### src/rtl/dmem_ctrl.sv
// Data-memory front end: sweeps memory to INIT_VALUE after reset, then shares it between two ports round-robin.
// Latency: req sampled in IDLE -> gnt the next cycle -> done the cycle after; one access every 3 cycles.
// Backpressure: a requester holds req/we/addr/wdata until gnt; requests are not served during the init sweep.
// Ports: clk, rst (synchronous, active-low); per port req/we/addr/wdata in and gnt/done/err/rdata out;
//        init_busy status; mem_read/mem_write/mem_a/mem_wd drive the memory, mem_rd is its combinational read data.
module dmem_ctrl #(
    parameter int                DM_ADDRESS = 32,
    parameter int                DATA_W     = 32,
    parameter int                DEPTH      = 4198,
    parameter logic [DATA_W-1:0] INIT_VALUE = 32'hAAAAAAAA,
    parameter bit                INIT_EN    = 1'b1
) (
    input  logic                  clk,
    input  logic                  rst,
    input  logic                  req0,
    input  logic                  we0,
    input  logic [DM_ADDRESS-1:0] addr0,
    input  logic [DATA_W-1:0]     wdata0,
    output logic                  gnt0,
    output logic                  done0,
    output logic                  err0,
    output logic [DATA_W-1:0]     rdata0,
    input  logic                  req1,
    input  logic                  we1,
    input  logic [DM_ADDRESS-1:0] addr1,
    input  logic [DATA_W-1:0]     wdata1,
    output logic                  gnt1,
    output logic                  done1,
    output logic                  err1,
    output logic [DATA_W-1:0]     rdata1,
    output logic                  init_busy,
    output logic                  mem_read,
    output logic                  mem_write,
    output logic [DM_ADDRESS-1:0] mem_a,
    output logic [DATA_W-1:0]     mem_wd,
    input  logic [DATA_W-1:0]     mem_rd
);

    typedef enum logic [1:0] {S_INIT, S_IDLE, S_ACCESS, S_RESP} state_t;

    localparam logic [DM_ADDRESS-1:0] LAST_A  = DM_ADDRESS'(DEPTH - 1);
    localparam logic [DM_ADDRESS-1:0] DEPTH_A = DM_ADDRESS'(DEPTH);

    state_t                  state, state_nxt;
    logic [DM_ADDRESS-1:0]   cnt;
    logic                    last_grant;
    logic                    sel;
    logic                    l_we;
    logic [DM_ADDRESS-1:0]   l_addr;
    logic [DATA_W-1:0]       l_wdata;
    logic                    pick;
    logic                    in_range;
    logic [DATA_W-1:0]       acc_rdata;

    // On a tie the port that did not win last time goes; otherwise whichever port asks.
    assign pick      = (req0 && req1) ? ~last_grant : req1;
    assign in_range  = (l_addr < DEPTH_A);
    // Writes and out-of-range accesses return zero read data.
    assign acc_rdata = (in_range && !l_we) ? mem_rd : '0;
    assign init_busy = (state == S_INIT);

    always_ff @(posedge clk) begin
        if (!rst) begin
            state      <= INIT_EN ? S_INIT : S_IDLE;
            cnt        <= '0;
            last_grant <= 1'b1;
            sel        <= 1'b0;
            l_we       <= 1'b0;
            l_addr     <= '0;
            l_wdata    <= '0;
            rdata0     <= '0;
            rdata1     <= '0;
            err0       <= 1'b0;
            err1       <= 1'b0;
        end else begin
            state <= state_nxt;
            case (state)
                S_INIT: cnt <= cnt + DM_ADDRESS'(1);
                S_IDLE: begin
                    if (req0 || req1) begin
                        sel     <= pick;
                        l_we    <= pick ? we1 : we0;
                        l_addr  <= pick ? addr1 : addr0;
                        l_wdata <= pick ? wdata1 : wdata0;
                    end
                end
                S_ACCESS: begin
                    last_grant <= sel;
                    if (sel) begin
                        rdata1 <= acc_rdata;
                        err1   <= ~in_range;
                    end else begin
                        rdata0 <= acc_rdata;
                        err0   <= ~in_range;
                    end
                end
                default: ;
            endcase
        end
    end

    always_comb begin
        state_nxt = state;
        gnt0      = 1'b0;
        gnt1      = 1'b0;
        done0     = 1'b0;
        done1     = 1'b0;
        mem_read  = 1'b0;
        mem_write = 1'b0;
        mem_a     = '0;
        mem_wd    = '0;
        // Strobes stay low while reset is held so an aborted access never reaches memory or the requester.
        if (rst) begin
            case (state)
                S_INIT: begin
                    mem_write = 1'b1;
                    mem_a     = cnt;
                    mem_wd    = INIT_VALUE;
                    if (cnt == LAST_A) state_nxt = S_IDLE;
                end
                S_IDLE: begin
                    if (req0 || req1) state_nxt = S_ACCESS;
                end
                S_ACCESS: begin
                    gnt0 = ~sel;
                    gnt1 = sel;
                    if (in_range) begin
                        mem_a     = l_addr;
                        mem_write = l_we;
                        mem_read  = ~l_we;
                        mem_wd    = l_we ? l_wdata : '0;
                    end
                    state_nxt = S_RESP;
                end
                S_RESP: begin
                    done0     = ~sel;
                    done1     = sel;
                    state_nxt = S_IDLE;
                end
                default: state_nxt = S_IDLE;
            endcase
        end
    end

endmodule

### config.mk
export PLATFORM = sky130hd
export DESIGN_NAME = dmem_ctrl
export DESIGN_NICKNAME = d
export VERILOG_FILES = /design/src/rtl/dmem_ctrl.sv
export SDC_FILE = /design/constraint.sdc
export NUM_CORES = 1
export LEC_CHECK = 0
export ABC_CLOCK_PERIOD_IN_PS = 2500
export CORE_AREA = 8 8 126 174
export DETAILED_ROUTE_END_ITERATION = 8
export DIE_AREA = 0 0 134 182
export GPL_ROUTABILITY_DRIVEN = 0
export MAX_ROUTING_LAYER = met4
export PLACE_DENSITY = 0.77
export SYNTH_ARGS = -nofsm -noshare
export SYNTH_HDL_FRONTEND = slang
export SYNTH_SLANG_ARGS = --single-unit
export TNS_END_PERCENT = 30
### constraint.sdc
create_clock -name clk -period 2.5 [get_ports clk]
set_input_delay 0.5 -clock clk [delete_from_list [all_inputs] [get_ports clk]]
set_output_delay 0.5 -clock clk [all_outputs]
set_load 0.05 [all_outputs]
; ---- Word level (Yosys, flattened, before mapping)
; Index checks and enable logic that the tools add are counted.
[totals]
regBits = 167
elab_cells = 61
latch_bits = 0
mem_bits_ro = 0
output_inout_bits = 137
inputBits = 166
ramBits = 0
n_memories = 0
[classes]
bitwise = 4
n_eq_ne = 6
reduce_logical = 9
muxes = 29
order_cmp = 1
div = 0
shifts = 0
mul = 0
addsub = 1
[op_table]
columns = operator, count
row1 = $mux 32, 8
row2 = $pmux 32 s2, 2
row3 = $add 32x1->32 const B, 1
row4 = $eq 32x13->1 const B, 1
row5 = $lt 32x13->1 const B, 1
row6 = $mux 1, 15
row7 = $pmux 2 s4, 1
row8 = $reduce_and 2->1, 4
row9 = $eq 2x2->1 const B, 2
row10 = $mux 2, 2
row11 = $not 1->1, 4
row12 = $eq 2x1->1 const B, 1
row13 = $logic_and 1x1->1, 2
row14 = $logic_not 2->1, 1
row15 = $ne 2x1->1 const B, 1
row16 = $ne 2x2->1 const B, 1
row17 = $pmux 1 s2, 1
row18 = $logic_not 1->1, 1
row19 = $logic_or 1x1->1, 1

; ---- Longest topological paths before layout
[logic_depth]
word_depth = 4
mapped_depth = 8
depth_no_buf = 6

; ---- Least setup slack after synthesis
; OpenSTA, ideal clock, no wires.
[synth_timing]
path_type = register to output
start = register l_addr[7]
end = output port mem_wd[11]
t_required_ps = 2000
path_stages_with_launch = 5
slack_ps = -586
n_path_buf = 0
t_arrival_ps = 2586
path_cell_list = dfxtp_1 > or4_1 > a311o_2 > a2111o_1 > a21oi_1
[synth_via]
elab_chain_cells = 4
[synth_rtl]
columns = item, line_no
row1 = from (decl), 49  ; logic [DM_ADDRESS-1:0] l_addr;
row2 = from (signal assigned), 83  ; l_addr <= pick ? addr1 : addr0;
row3 = $lt 32x13->1, 57  ; assign in_range = (l_addr < DEPTH_A);
row4 = $mux 32, 127  ; if (in_range) begin
row5 = $pmux 32 s2, 114  ; case (state)
row6 = $mux 32, 113  ; if (rst) begin
row7 = to (decl), 35  ; output logic [DATA_W-1:0] mem_wd,
; No other way between the ends.

; ---- Final worst setup path
[layout_timing]
start = register l_addr[7]
end = output port mem_wd[5]
; Same word-level chain as after synthesis.

==> results.json <==
{
  "timing.hold.worst.start": "rdata1[4]$_SDFFE_PN0P_",
  "detailroute.wirelength.met3_um": 1620,
  "routed_wl_um": 27300,
  "grt_first_pass_wirelength_um": 42400,
  "syn_inst": 850,
  "path_max_fanout": 17,
  "yosys.area_share.simple": 0.183,
  "diodes": 0,
  "routed_length_on_met2_um": 14300,
  "synth.net_count": 1023,
  "place.detailed.hpwl_um": 20900,
  "routedWlPerCell_um": 19.4,
  "die_h_um": 182,
  "layout_common_cells": "231 x sky130_fd_sc_hd__clkdlybuf4s50_1, 165 x sky130_fd_sc_hd__dfxtp_1, 97 x sky130_fd_sc_hd__nor2_1",
  "clock_edge_transition_at_the_registers_on_the_reported_setup_and_hold_paths_ps": 70,
  "final_core_utilization": 0.667,
  "synth_largest_area_cell": "sky130_fd_sc_hd__dfxtp_1",
  "finalHoldViolCount": 0,
  "drc": 0,
  "num_vias": 7687,
  "start_util": 0.396,
  "ys.warnings.count": 0,
  "power-per-cell-area_nw_per_um2": 930,
  "outcome": "complete, but fails checks",
  "rsz0062_at_grt": "yes",
  "viasPerCell": 5.44,
  "max-cap-violations": 0,
  "hold_end": "rdata1[4]$_SDFFE_PN0P_",
  "criticalPathCategory": "register to output pin",
  "tightest_slew_ps": 651,
  "core_area_um2": 19100,
  "ys_seq_area_frac": 0.441,
  "layout_worst_path_cycle_share": 1.27,
  "most_common_library_cell_in_the_layout_ignoring_fill_and_taps": "sky130_fd_sc_hd__clkdlybuf4s50_1",
  "drtPass1Iterations": 4,
  "slew_viol_final": 0,
  "grt_pass1_vias": 7742,
  "fin_tns_setup_ps": -27590,
  "dominant_combinational_cell_family_by_area_after_synthesis": "compound AO/OA/AOI/OAI gates",
  "synthToLayoutAreaGrowth_pct": 68.6,
  "finalNonFillerCells": 1413,
  "synth_compound_area_frac": 0.215,
  "worst-endpoint-arrival_ps": 2690,
  "synth_top_cell_area_share": 0.441,
  "violations": "negative setup slack",
  "tritoncts.num_buffers": 17,
  "achievable-frequency_ghz": 0.314,
  "multi_input_comb_area_um2": 4140,
  "timing.hold.worst_path_depth": 2,
  "number_of_flip_flops_and_latches_in_the_synthesized_netlist": 167,
  "drt_iter0_drc": 395,
  "average_cell_area_after_synthesis_um2": 8.91,
  "reg2reg_to": "rdata1[0]$_SDFFE_PN0P_",
  "static-leakage-power_uw": 0.00473,
  "globalRouteOverflowTotal": 0,
  "final_cell_area_um2": 12800,
  "ctsRootBufferMaster": "sky130_fd_sc_hd__clkbuf_16",
  "nNetsFinal": 1325,
  "topRoutingLayerUsed": "met4",
  "clockBufferDepth": 2,
  "htreeDepth": 4,
  "num_rows": 60,
  "timing.reg2reg.worst_path_depth": 7,
  "globalRouteTotalUtil": 0.225,
  "timing.critical_path.from_type": "register",
  "post_synth_main_area_contributors": "sky130_fd_sc_hd__dfxtp_1 44%, sky130_fd_sc_hd__mux2i_1 8.9%, sky130_fd_sc_hd__a211oi_1 6.5%, sky130_fd_sc_hd__a32o_1 5.9%, sky130_fd_sc_hd__nor2_1 5.0%",
  "synth_xor_xnor_area_share": 0.0116,
  "synth-adder-area-share": 0.0116,
  "die_area_um2": 24400,
  "m1_wl_um": 10800,
  "worst_ep_required_time_ps": 2000,
  "mappedNetlistArea_um2": 7580,
  "post-route-worst-setup-slack_ps": -687,
  "reg2reg_slack_ps": 60,
  "portBuffers": 302,
  "postRouteAntennaNets": 0,
  "dieWidth_um": 134,
  "endpoint_kind": "output pin",
  "placement.cell_area_um2": 12000,
  "irDropWorstVdd_uv": 1040,
  "final_layout_size_suffix_gt1_frac": 0.194,
  "placed_cells": 1379,
  "grt_max_degree": 47,
  "layout_filler_cell_count": 1492,
  "design.portCount": 303,
  "finalCriticalPeriod_ps": 3190,
  "initial_antenna_violation_count": 0,
  "tritoncts_num_sinks": 167,
  "final-seq-area_um2": 3350,
  "slew_headroom": 0.565,
  "synthDistinctLibCells": 42,
  "r2r_start": "l_addr[7]$_SDFFE_PN0P_",
  "clock_tree_from_tritoncts": "yes",
  "worst_clock_skew_ps": 14.4,
  "holdCritPathClass": "register to register",
  "worstSkewPairLatency_ps": 420,
  "setup-violations-final": 47,
  "multiplexer_fraction_of_the_synthesized_cell_area": 0.0885
}
metal layers:
metal / global-route usage / vias to the layer above
li1: - / 3723
met1: 0.242 / 3635
met2: 0.397 / 290
met3: 0.0517 / 39
met4: 0.0784 / 0
met5: - / -
worst max path at each step:
stage	startpoint	endpoint	slack (ps)
final	l_addr[7]$_SDFFE_PN0P_	mem_wd[5]	-690
after global routing	l_addr[7]$_SDFFE_PN0P_	mem_wd[3]	-740
after CTS	l_addr[7]$_SDFFE_PN0P_	mem_wd[7]	-690
after detailed placement	l_addr[7]$_SDFFE_PN0P_	mem_wd[5]	-250
after global placement	l_addr[7]$_SDFFE_PN0P_	mem_wd[7]	-220
after floorplan	l_addr[7]$_SDFFE_PN0P_	mem_wd[13]	-280
power breakdown:
group	leakage [µW]	switching, µW	internal, µW
Combinational	0.00310	3190	2760
Sequential	0.00135	288	3100
Clock	0.000286	1210	1340
Total	0.00473	4690	7190
critical path, stage by stage (launching register included):
cell                       delay, ps
sky130_fd_sc_hd__dfxtp_2         320
sky130_fd_sc_hd__or4_4           540
sky130_fd_sc_hd__a311o_2         370
sky130_fd_sc_hd__a2111o_2        470
sky130_fd_sc_hd__buf_12          200
sky130_fd_sc_hd__a21oi_4         190
sky130_fd_sc_hd__buf_12          150
final cells by class:
cell class,instances,area share
clock buffers,17,0.0333
clock inverters,15,0.0126
inverters,15,0.00451
multi-input cells,593,0.324
flip-flops and latches,167,0.262
well taps,248,0.0243
repair buffers,358,0.339
repair_timing:
item / 4_1_cts / 5_1_grt
setup buffers: 1 / 1
cloned: 0 / 0
hold buffers: 0 / 0
gates resized for setup: 33 / 12
setup endpoints to repair: 52 / 69
pin swaps: 29 / 3
flip-flops by register name, indices dropped and copies added, names as in the netlist:
register,flops
cnt,32
rdata0,32
l_we,1
l_addr,32
l_wdata,32
err1,1
state,2
last_grant,1
rdata1,32
sel,1
err0,1
synth_stat cells:
cell type,count
sky130_fd_sc_hd__a32o_1,45
sky130_fd_sc_hd__a211oi_1,66
sky130_fd_sc_hd__a211o_1,1
sky130_fd_sc_hd__nor3_1,7
sky130_fd_sc_hd__nor2b_1,2
sky130_fd_sc_hd__or4_1,14
sky130_fd_sc_hd__and2_1,18
sky130_fd_sc_hd__a2111o_1,2
sky130_fd_sc_hd__buf_6,4
sky130_fd_sc_hd__nand3_1,10
sky130_fd_sc_hd__clkbuf_1,59
sky130_fd_sc_hd__inv_1,15
sky130_fd_sc_hd__nor4bb_1,1
sky130_fd_sc_hd__ha_1,7
sky130_fd_sc_hd__a21oi_1,31
sky130_fd_sc_hd__dfxtp_1,167
sky130_fd_sc_hd__and3_1,16
sky130_fd_sc_hd__a311o_2,1
sky130_fd_sc_hd__nor4_1,10
sky130_fd_sc_hd__xnor2_1,7
sky130_fd_sc_hd__or3b_2,1
sky130_fd_sc_hd__o211ai_1,4
sky130_fd_sc_hd__nand2b_1,3
sky130_fd_sc_hd__nand4_1,8
sky130_fd_sc_hd__and4_1,2
sky130_fd_sc_hd__xor2_1,3
sky130_fd_sc_hd__nor4b_1,3
sky130_fd_sc_hd__a21oi_2,9
sky130_fd_sc_hd__nand2_1,82
sky130_fd_sc_hd__buf_2,2
sky130_fd_sc_hd__a21boi_1,1
sky130_fd_sc_hd__or3_1,10
sky130_fd_sc_hd__nand3b_1,1
sky130_fd_sc_hd__o21a_1,1
sky130_fd_sc_hd__o21ai_0,43
sky130_fd_sc_hd__mux2i_1,67
sky130_fd_sc_hd__a2111oi_4,2
sky130_fd_sc_hd__buf_1,10
sky130_fd_sc_hd__nor2_1,100
sky130_fd_sc_hd__a211oi_2,1
sky130_fd_sc_hd__o31ai_1,11
sky130_fd_sc_hd__nor3b_1,3
stage by stage:
step           hold slack (ps)  setup WS [ps]  power, µW
5_1_grt                    480           -745      12500
4_1_cts                    461           -685      11600
2_1_floorplan              443           -282       6330
3_5_place_dp               444           -245       8850
3_3_place_gp               433           -216       8740
6_report                   458           -687      11900
cells by family (layout without fill, tap and decap cells):
group,Yosys count,in the layout
XOR/XNOR,10,10
flip-flops,167,167
multiplexers,67,67
buffers and inverters,90,405
AO/OA/AOI/OAI,218,218
adder cells (fa/ha/maj),7,7
AND/OR/NAND/NOR,291,291
No activity file was read; power rests on OpenSTA's default activity.
==> variant 1, RTL diff (config.mk and constraints unchanged) <==
`INIT_EN`: 1'b1 -> 1'b0.
--- a/src/rtl/dmem_ctrl.sv
+++ b/src/rtl/dmem_ctrl.sv
@@ -8,7 +8,7 @@
     parameter int                DATA_W     = 32,
     parameter int                DEPTH      = 4198,
     parameter logic [DATA_W-1:0] INIT_VALUE = 32'hAAAAAAAA,
-    parameter bit                INIT_EN    = 1'b1
+    parameter bit                INIT_EN    = 1'b0
 ) (
     input  logic                  clk,
     input  logic                  rst,
Behaviour: not the same (a bounded check fails within 4 cycles, from zero or initial values and one cycle with rst low).
==> variant 1 against the unedited design <==
The run still ends with negative setup slack left. Sequential cell count stayed put. Power fell by 21%. Clock skew barely moved. Via count fell by 1.6%. Worst setup slack improved by 0.048 ns. Die area is the same. Area after synthesis hardly changed. Final cell count fell by 0.42%. Final area about the same. Hold slack worse by 0.0036 ns. Routed wire length is 2.2% lower.
==> variant 1: results (changes against the unedited design) <==
- Largest net degree at the start of global routing: 68 (+45%)
- Synth Net Count: 1024 (+0.098%)
- Routed Wire Length: 26800 um (-2.2%)
- Metal3 WL: 1770 um (+9.1%)
- Final worst slack: -0.639 ns (+0.0480 ns)
- Share of cells above drive strength 1: 0.191 (-0.00331)
- Setup TNS: -27.87 ns (-0.281 ns)
- Ranking of synthesized cells by area: dfxtp_1 44%, mux2i_1 8.8%, a211oi_1 6.6%
- Int Pwr: 5.92 mW (-18%)
- Via-per-instance ratio: 5.38 (-1.2%)
- Total Routing Usage GR: 0.218 (-0.00712)
- Met1 WL: 10800 um (-0.41%)
- Final Non-Filler Cells: 1407 (-0.42%)
- Crit path arrival time: 2.64 ns (-0.05 ns)
- Slew margin rel.: 0.574 (+0.00952)
- DR iter-0 viols: 433 (+9.6%)
- Outcome: complete, but fails checks
- Commonest cells in the synthesized netlist: 167 x dfxtp_1, 100 x nor2_1, 82 x nand2_1
- Met2 Track Usage GR: 0.375 (-0.0216)
- Number of global-route vias before repair: 7534 (-2.7%)
- 1st-pass router iterations: 5 (+1)
- Worst vdd ir: 0.580 mV (-44%)
- Met2 wire len: 13800 um (-3.6%)
- Placed Area: 12000 um2 (-0.29%)
- Pre-CTS WS: -0.249 ns (-0.00356 ns)
- Critical path's largest stage delay: 0.51 ns (-0.03 ns)
- Slowest cell on crit path: or4_1
- Clock Power Share: 0.278 (+0.063)
- R2R depth: 5 (-2)
- Comb power: 3.40 mW (-43%)
- Leakage: 4.74 nW (+0.25%)
- First-pass GRT wire length: 41000 um (-3.3%)
- Mean cell area of the mapped netlist: 8.91 um2 (about the same)
- Met1 Usage GRT: 0.247 (+0.00494)
- Worst setup path endpoint: mem_wd[7]
- Final setup violation count: 47 (unchanged)
- Synth cell types: 44 (+4.8%)
- Clock skew: 0.0144 ns (+0.0000334 ns)
- Seq/Total Area, Yosys: 0.441 (about the same)
- Nets: 1319 (-0.45%)
- Reg2reg end: cnt[30]
- Violated checks: negative setup slack
- Hold_sp: rdata1[23]
- Post_cts resized: 49 (+48%)
- Post-CTS Setup Bufs: 0 (-1)
==> variant 1: layout make-up <==
class                           instances  area (um2)
Fill cell                            1469        6380
Timing Repair Buffer                  352        4300
Multi-Input combinational cell        593        4150
Sequential cell                       167        3340
Clock buffer                           17         425
Tap cell                              248         310
Clock inverter                         15         174
Inverter                               15        57.6
==> variant 1: worst min-delay path by stage <==
stage | end | slack, ns
3_5_place_dp | rdata1[23] | 0.44
4_1_cts | rdata1[7] | 0.46
3_3_place_gp | rdata1[7] | 0.43
6_report | rdata1[23] | 0.45
2_1_floorplan | last_grant | 0.44
5_1_grt | rdata1[23] | 0.48
==> variant 1: kinds of logic after synthesis <==
logic type | Yosys count | synth area share
and+or+nand+nor | 291 | 0.182
AOI/OAI and AO/OA | 218 | 0.216
DFF | 167 | 0.441
buffers and inverters | 91 | 0.0493
muxes | 67 | 0.0884
xor gates and xnor gates | 10 | 0.0116
adders and majority gates | 7 | 0.0115
==> variant 2, RTL diff (same flow settings) <==
Made on the original files. Register the output `err0` once more, cleared by the reset; this adds one clock of latency there. The other outputs are not delayed to match.
--- a/src/rtl/dmem_ctrl.sv
+++ b/src/rtl/dmem_ctrl.sv
@@ -41,6 +41,8 @@
     localparam logic [DM_ADDRESS-1:0] LAST_A  = DM_ADDRESS'(DEPTH - 1);
     localparam logic [DM_ADDRESS-1:0] DEPTH_A = DM_ADDRESS'(DEPTH);
 
+    logic err0_s0;
+
     state_t                  state, state_nxt;
     logic [DM_ADDRESS-1:0]   cnt;
     logic                    last_grant;
@@ -70,7 +72,7 @@
             l_wdata    <= '0;
             rdata0     <= '0;
             rdata1     <= '0;
-            err0       <= 1'b0;
+            err0_s0    <= 1'b0;
             err1       <= 1'b0;
         end else begin
             state <= state_nxt;
@@ -91,7 +93,7 @@
                         err1   <= ~in_range;
                     end else begin
                         rdata0 <= acc_rdata;
-                        err0   <= ~in_range;
+                        err0_s0 <= ~in_range;
                     end
                 end
                 default: ;
@@ -142,5 +144,13 @@
         end
     end
 
+    always_ff @(posedge clk) begin
+        if (!rst) begin
+            err0 <= '0;
+        end else begin
+            err0 <= err0_s0;
+        end
+    end
+
 endmodule
 
Check against the original RTL: same outputs for any inputs over 10 cycles, from zero or initial values and one cycle with rst low; that may be too few to reach the edited logic, so the function may still have changed.
==> variant 2 against the unedited design <==
Critical endpoint is now mem_wd[1]. Largest power group unchanged. Die area unchanged. Power decreased by 0.92%. The flow still finishes with violations (negative setup slack). Final area about the same. Critical path depth unchanged. Routed wire length about the same. Worst setup slack got worse by 0.015 ns. Area after synthesis increased by 1.2%. Sequential cell count increased by 1. First-iteration DRC count increased by 4.1%.
==> variant 2: results (changes against the unedited design) <==
- Outcome: complete, but fails checks
- Violated checks: negative setup slack
- Synth Area in Adders: 0.0114 (-0.000140)
- Commonest cells in the synthesized netlist: 168 x dfxtp_1, 100 x nor2_1, 67 x mux2i_1
- Slew margin rel.: 0.587 (+0.0218)
- GR Util met3: 0.0528 (+0.00110)
- Number of global-route vias before repair: 7599 (-1.8%)
- Largest net degree at the start of global routing: 65 (+38%)
- DR iter-0 viols: 411 (+4.1%)
- Synth cell types: 46 (+9.5%)
- 1st-pass router iterations: 6 (+2)
- Worst vdd ir: 0.894 mV (-14%)
- CTS Buf Count: 17 (unchanged)
- Final worst slack: -0.702 ns (-0.0152 ns)
- First-pass GRT wire length: 41900 um (-1.2%)
- Placed Area: 12000 um2 (+0.19%)
- Setup TNS: -27.80 ns (-0.205 ns)
- Share of cells above drive strength 1: 0.196 (+0.00210)
- Post-CTS Setup Bufs: 0 (-1)
- Pre-CTS WS: -0.248 ns (-0.00217 ns)
- Reg2reg end: rdata0[4]
- Multiplexer share of the synthesized area: 0.0874 (-0.00107)
- Worst hold endpoint: err1
- Met2 Track Usage GR: 0.389 (-0.00827)
- Via count: 7534 (-2.0%)
- Via-per-instance ratio: 5.48 (+0.72%)
- Post-DP HPWL: 21000 um (+0.35%)
- Crit path arrival time: 2.70 ns (about the same)
- Final setup violation count: 47 (unchanged)
- Clk buf depth: 2 (unchanged)
- Synth Net Count: 988 (-3.4%)
- Hold_sp: err1
- Max Slew Vio Count: 0 (unchanged)
- DR WL/cell: 19.9 um (+2.7%)
- Main flop type after synthesis: dfxtp_1
- Xor/xnor share of the synthesized area: 0.0114 (-0.000140)
- Clock skew: 0.00979 ns (-0.00459 ns)
- Nets: 1287 (-2.9%)
- Met1 Usage GRT: 0.243 (+0.000675)
- Ranking of synthesized cells by area: dfxtp_1 44%, mux2i_1 8.7%, a22o_1 7.3%
- Syn Inst Count: 815 (-4.1%)
- WHS: 0.469 ns (+0.0113 ns)
- Seq/Total Area, Yosys: 0.438 (-0.00272)
- Total Routing Usage GR: 0.223 (-0.00196)
- Worst setup path endpoint: mem_wd[1]
- Slowest cell on crit path: or4_1
- R2R depth: 6 (-1)
- Synth Area in Compound Gates: 0.225 (+0.00996)
- Post_cts resized: 31 (-6.1%)
- Leakage: 4.73 nW (about the same)
- R2R Setup Slk: 0.20 ns (+0.14 ns)
variant 2: changes by cell type after synthesis, moves of 8 or more:
cell	change
a22o_1	+64
nand2_1	-64
a32o_1	-32
nor2b_1	+32
o21ai_0	-32
clkbuf_1	-8
variant 2: per-layer routing:
| metal | routed length, um | part of all wire |
|---|---|---|
| met1 | 11100 | 0.40 |
| met5 | 0 | 0 |
| met2 | 14000 | 0.51 |
| met3 | 1660 | 0.061 |
| met4 | 614 | 0.022 |
variant 2: final cells by class:
cell class / count / area [um2]
clock buffer: 18 / 439
clock inverter: 14 / 158
fill: 1486 / 6360
inverter: 14 / 53.8
multi-input combinational: 562 / 4170
sequential: 168 / 3360
tap: 248 / 310
timing repair buffer: 351 / 4280
variant 2: report_power, final:
part           leakage (nW)  internal, mW  switching [mW]
Sequential             1.36          3.11           0.281
Combinational          3.09          2.57            3.17
Clock                 0.285          1.45            1.20
Total                  4.73          7.13            4.64
